<file path="src/rtl/scan_select_gen.sv">
// Round-robin select/enable generator for a 2-to-4 enable decoder.
// Each enabled index gets SCAN_DIV cycles of sel_en, then BLANK_CYC cycles of blanking.
module scan_select_gen #(
  parameter int DIV_W     = 16,
  parameter int SCAN_DIV  = 50000,
  parameter int BLANK_CYC = 4
) (
  input  logic       clk,
  input  logic       rst_n,
  input  logic       run,
  input  logic [3:0] digit_mask,
  output logic [1:0] sel,
  output logic       sel_en,
  output logic       frame_tick,
  output logic       busy
);

  // state   | meaning
  // S_IDLE  | stopped, sel_en low, sel held
  // S_ON    | slot active, sel_en high for SCAN_DIV cycles
  // S_BLANK | gap between slots, sel_en low for BLANK_CYC cycles
  typedef enum logic [1:0] {
    S_IDLE  = 2'd0,
    S_ON    = 2'd1,
    S_BLANK = 2'd2
  } state_t;

  localparam bit               HAS_BLANK  = (BLANK_CYC > 0);
  localparam logic [DIV_W-1:0] SCAN_LAST  = DIV_W'(SCAN_DIV - 1);
  localparam logic [DIV_W-1:0] BLANK_LAST = HAS_BLANK ? DIV_W'(BLANK_CYC - 1) : '0;

  state_t             r_state;
  logic [DIV_W-1:0]   r_cnt;
  logic [1:0]         r_sel;
  logic               r_sel_en;
  logic               r_frame_tick;
  logic               r_busy;

  state_t             w_state_nxt;
  logic [DIV_W-1:0]   w_cnt_nxt;
  logic [1:0]         w_sel_nxt;
  logic               w_tick_nxt;
  logic               w_advance;
  logic [1:0]         w_first_idx;
  logic [1:0]         w_next_idx;

  function automatic logic [1:0] f_lowest(input logic [3:0] mask);
    logic [1:0] idx;
    idx = 2'd0;
    for (int k = 3; k >= 0; k--) begin
      if (mask[k]) idx = 2'(k);
    end
    return idx;
  endfunction

  // Search cur+1, cur+2, cur+3, then cur itself; the first hit wins.
  function automatic logic [1:0] f_next(input logic [3:0] mask, input logic [1:0] cur);
    logic [1:0] idx;
    logic [1:0] cand;
    logic       found;
    idx   = cur;
    found = 1'b0;
    for (int k = 1; k <= 4; k++) begin
      cand = cur + 2'(k);
      if (!found && mask[cand]) begin
        idx   = cand;
        found = 1'b1;
      end
    end
    return idx;
  endfunction

  assign w_first_idx = f_lowest(digit_mask);
  assign w_next_idx  = f_next(digit_mask, r_sel);

  always_comb begin
    w_state_nxt = r_state;
    w_cnt_nxt   = r_cnt;
    w_sel_nxt   = r_sel;
    w_tick_nxt  = 1'b0;
    w_advance   = 1'b0;

    case (r_state)
      S_IDLE: begin
        if (run && (digit_mask != 4'd0)) begin
          w_state_nxt = S_ON;
          w_sel_nxt   = w_first_idx;
          w_cnt_nxt   = '0;
        end
      end
      S_ON: begin
        if (!run) begin
          w_state_nxt = S_IDLE;
          w_cnt_nxt   = '0;
        end else if (r_cnt == SCAN_LAST) begin
          if (HAS_BLANK) begin
            w_state_nxt = S_BLANK;
            w_cnt_nxt   = '0;
          end else begin
            w_advance = 1'b1;
          end
        end else begin
          w_cnt_nxt = r_cnt + DIV_W'(1);
        end
      end
      S_BLANK: begin
        if (!run) begin
          w_state_nxt = S_IDLE;
          w_cnt_nxt   = '0;
        end else if (r_cnt == BLANK_LAST) begin
          w_advance = 1'b1;
        end else begin
          w_cnt_nxt = r_cnt + DIV_W'(1);
        end
      end
      default: begin
        w_state_nxt = S_IDLE;
        w_cnt_nxt   = '0;
      end
    endcase

    // Mask is only consulted here, so mid-slot changes never cut a slot or gap short.
    if (w_advance) begin
      w_cnt_nxt = '0;
      if (digit_mask == 4'd0) begin
        w_state_nxt = S_IDLE;
      end else begin
        w_state_nxt = S_ON;
        w_sel_nxt   = w_next_idx;
        w_tick_nxt  = (w_next_idx <= r_sel);
      end
    end
  end

  always_ff @(posedge clk) begin
    if (!rst_n) begin
      r_state      <= S_IDLE;
      r_cnt        <= '0;
      r_sel        <= 2'd0;
      r_sel_en     <= 1'b0;
      r_frame_tick <= 1'b0;
      r_busy       <= 1'b0;
    end else begin
      r_state      <= w_state_nxt;
      r_cnt        <= w_cnt_nxt;
      r_sel        <= w_sel_nxt;
      r_sel_en     <= (w_state_nxt == S_ON);
      r_frame_tick <= w_tick_nxt;
      r_busy       <= (w_state_nxt != S_IDLE);
    end
  end

  assign sel        = r_sel;
  assign sel_en     = r_sel_en;
  assign frame_tick = r_frame_tick;
  assign busy       = r_busy;

endmodule

</file>
<file path="config.mk">
export PLATFORM = sky130hd
export DESIGN_NAME = scan_select_gen
export DESIGN_NICKNAME = d
export VERILOG_FILES = /design/src/rtl/scan_select_gen.sv
export SDC_FILE = /design/constraint.sdc
export NUM_CORES = 1
export LEC_CHECK = 0
export BUFFER_PORTS_ARGS = -buffer_cell sky130_fd_sc_hd__buf_2
export CORE_UTILIZATION = 62
export DETAILED_ROUTE_END_ITERATION = 8
export GPL_TIMING_DRIVEN = 0
export PLACE_DENSITY = 0.82
export SKIP_CTS_REPAIR_TIMING = 1
export SYNTH_ARGS = -nofsm -noshare
export SYNTH_HDL_FRONTEND = slang
export SYNTH_SLANG_ARGS = --single-unit
</file>
<file path="constraint.sdc">
create_clock -name clk -period 4.1 [get_ports clk]
set_input_delay 0.205 -clock clk [delete_from_list [all_inputs] [get_ports clk]]
set_output_delay 0.205 -clock clk [all_outputs]
set_load 0.005 [all_outputs]
</file>
==> flow_metrics.py <==
metrics = {
    "synth": {
        "syn_area_um2": 1390,
        "synth-seq-cells": 23,
        "synthFlopType": "dfxtp_1",
        "yosys_warnings": 0,
        "syn_nets": 181,
        "syn_inst": 167,
        "synth-seq-area-share_pct": 33.1,
        "synth-edff-count": 0,
        "async_reset_ff_share_pct": 0,
        "syn-mean-instance-area_um2": 8.33,
        "ys_types": 51,
    },
    "layout": {
        "areaGrowthSynthToFinish_pct": 8.36,
        "n_fill_cell": 169,
        "nets": 197,
        "final_common_cell": "dfxtp_1",
        "final_cell_mix": "dfxtp_1 (23), nor2_1 (22), nand2_1 (15)",
        "seqCellArea_um2": 460,
        "drive_gt1_share_pct": 14.8,
        "multi_input_area_um2": 866,
        "n_antenna_cell": 0,
    },
    "sta": {
        "hold_viol": 0,
        "skew_ps": 2.62,
        "tns_ps": 0,
        "period_needed_ps": 2210,
        "setup-violations-final": 0,
        "tightest_slew_ps": 759,
        "grt_setup_unrepaired": "no",
        "slew_headroom_pct": 49.1,
        "timing.final.max_slew_violations": 0,
        "fmax_ghz": 0.452,
        "fin_crit_sh_pct": 53.9,
    },
    "floorplan": {
        "design.core.area_um2": 2040,
        "die_w_um": 49.4,
        "start_util_pct": 68.1,
        "die_h_um": 49.4,
        "rows": 16,
        "io_pins": 12,
        "dieArea_um2": 2440,
    },
    "clock_tree": {
        "clk_pin_slew_ps": 130,
        "cts_tree": "yes",
        "cts_buffers": 3,
        "cts_htree_levels": 1,
        "clkLatencyLatePin_ps": 310,
        "cts_root_buf": "clkbuf_4",
        "clock_path_buffers": 2,
        "cts.sink_count": 23,
    },
    "run": {
        "drv_cap": 0,
    },
    "placed_design": {
        "dpl.hpwl_um": 2170,
        "io_buffers": 11,
        "gp_congestion": 0.819,
    },
    "run_status": {
        "outcome": "finished clean",
    },
    "worst_setup_path": {
        "startpoint_type": "register",
        "end_kind": "register",
        "crit_required_ps": 4320,
        "cp.arrival_ps": 2430,
        "rrSetupSlack_ps": 1890,
        "criticalPathCategory": "reg2reg",
        "crit_fanout": 10,
    },
    "global_route": {
        "grt_pass1_vias": 1196,
        "grt_pass1_wl_um": 5060,
        "grt_use_total_pct": 26.0,
        "overflow": 0,
        "grt_max_degree": 14,
        "antenna_found_initial": 0,
    },
    "detailed_routing": {
        "route.vias.total": 1281,
        "wl_per_cell_um": 13.7,
        "first_iter_violations": 46,
        "drt-total-wl_um": 2860,
        "drc_errors": 0,
        "via_per_inst": 6.13,
        "dr.pass1.iters": 4,
        "ant_nets": 0,
    },
    "power_and_ir_drop": {
        "cellLeakagePower_nw": 0.572,
        "peakVddDrop_mv": 0.221,
        "cellPowerDensity_nw_per_um2": 265,
        "finalPower_uw": 400,
    },
    "hold_path": {
        "hold_path.class": "in2reg",
    },
}
worst max-delay path, cell delays in order (launching register included):
cell and delay, ps:
dfxtp_1 370, inv_1 90, ha_1 260, nand4b_1 150, nor4b_1 620, nand2_1 230
o211ai_2 160, buf_6 190, nor2_1 60
cell families after synthesis:
group / count (synthesis) / share of synthesized area, %
XOR/XNOR: 13 / 8.18
buffers and inverters: 13 / 4.68
flip-flops: 23 / 33.1
AND/OR/NAND/NOR: 77 / 29.0
multiplexers: 3 / 2.25
adder cells (fa/ha/maj): 7 / 6.29
AO/OA/AOI/OAI: 31 / 16.5
sequential cells by signal, summed over array words and instances (netlist names):
name	flops
sel	2
r_state	2
sel_en	1
r_cnt	16
frame_tick	1
busy	1
power breakdown:
part           internal (mW)  total [mW]  switching [mW]
logic                 0.0263      0.0617          0.0354
clock network         0.0364       0.106          0.0696
registers              0.228       0.232         0.00358
total                  0.291       0.400           0.109
routing by layer:
layer | GRT usage (%) | part of all wire, % | wire length [um]
met4 | 3.33 | 0.35 | 10
met2 | 45.2 | 47 | 1350
met1 | 34.5 | 45 | 1280
met3 | 4.36 | 7.7 | 220
met5 | 0 | 0 | 0
Yosys cell counts, types with 2 or more instances:
cell	instances	area share [%]
ha_1	7	6.3
o211a_1	2	1.4
dfxtp_1	23	33
xor2_1	10	6.3
a21oi_1	10	3.6
and3_1	2	0.90
clkbuf_1	2	0.54
buf_6	2	1.6
mux2i_1	2	1.4
nand2_1	15	4.0
xnor2_1	3	1.9
inv_1	7	1.9
nor2_1	22	5.9
nand3_1	10	3.6
o21bai_1	2	1.1
nand4_1	7	3.1
and2_1	2	0.90
nor3_1	6	2.2
area by class of cell:
type	count	share of cell area [%]
Sequential cell	23	30.5
Tap cell	27	2.24
Timing Repair Buffer	11	3.65
Multi-Input combinational cell	131	57.4
Clock inverter	1	0.332
Buffer	6	2.57
Clock buffer	3	1.49
Inverter	7	1.74
stage by stage:
step | area [um^2] | utilization [%] | hold slack (ps) | setup slack (ps) | std cells
3_5_place_dp | 1480 | 72.5 | 488 | 1940 | 205
6_report | 1510 | 73.8 | 159 | 1890 | 209
2_1_floorplan | 1390 | - | 345 | 2220 | 167
3_3_place_gp | 1480 | 72.5 | 471 | 2040 | 205
5_1_grt | 1510 | 73.8 | 173 | 1710 | 209
4_1_cts | 1510 | 73.8 | 161 | 1900 | 209
path summary, 6_finish.rpt:
check / end / start / depth (start not counted)
min: r_cnt[1]$_SDFFE_PP0P_ / rst_n / 3
max: r_cnt[4]$_SDFFE_PP0P_ / r_state[0]$_SDFF_PN0_ / 8
min reg2reg: r_cnt[1]$_SDFFE_PP0P_ / r_cnt[1]$_SDFFE_PP0P_ / 2
max reg2reg: r_cnt[4]$_SDFFE_PP0P_ / r_state[0]$_SDFF_PN0_ / 8
Note: power is estimated with default switching activity, not from simulation.
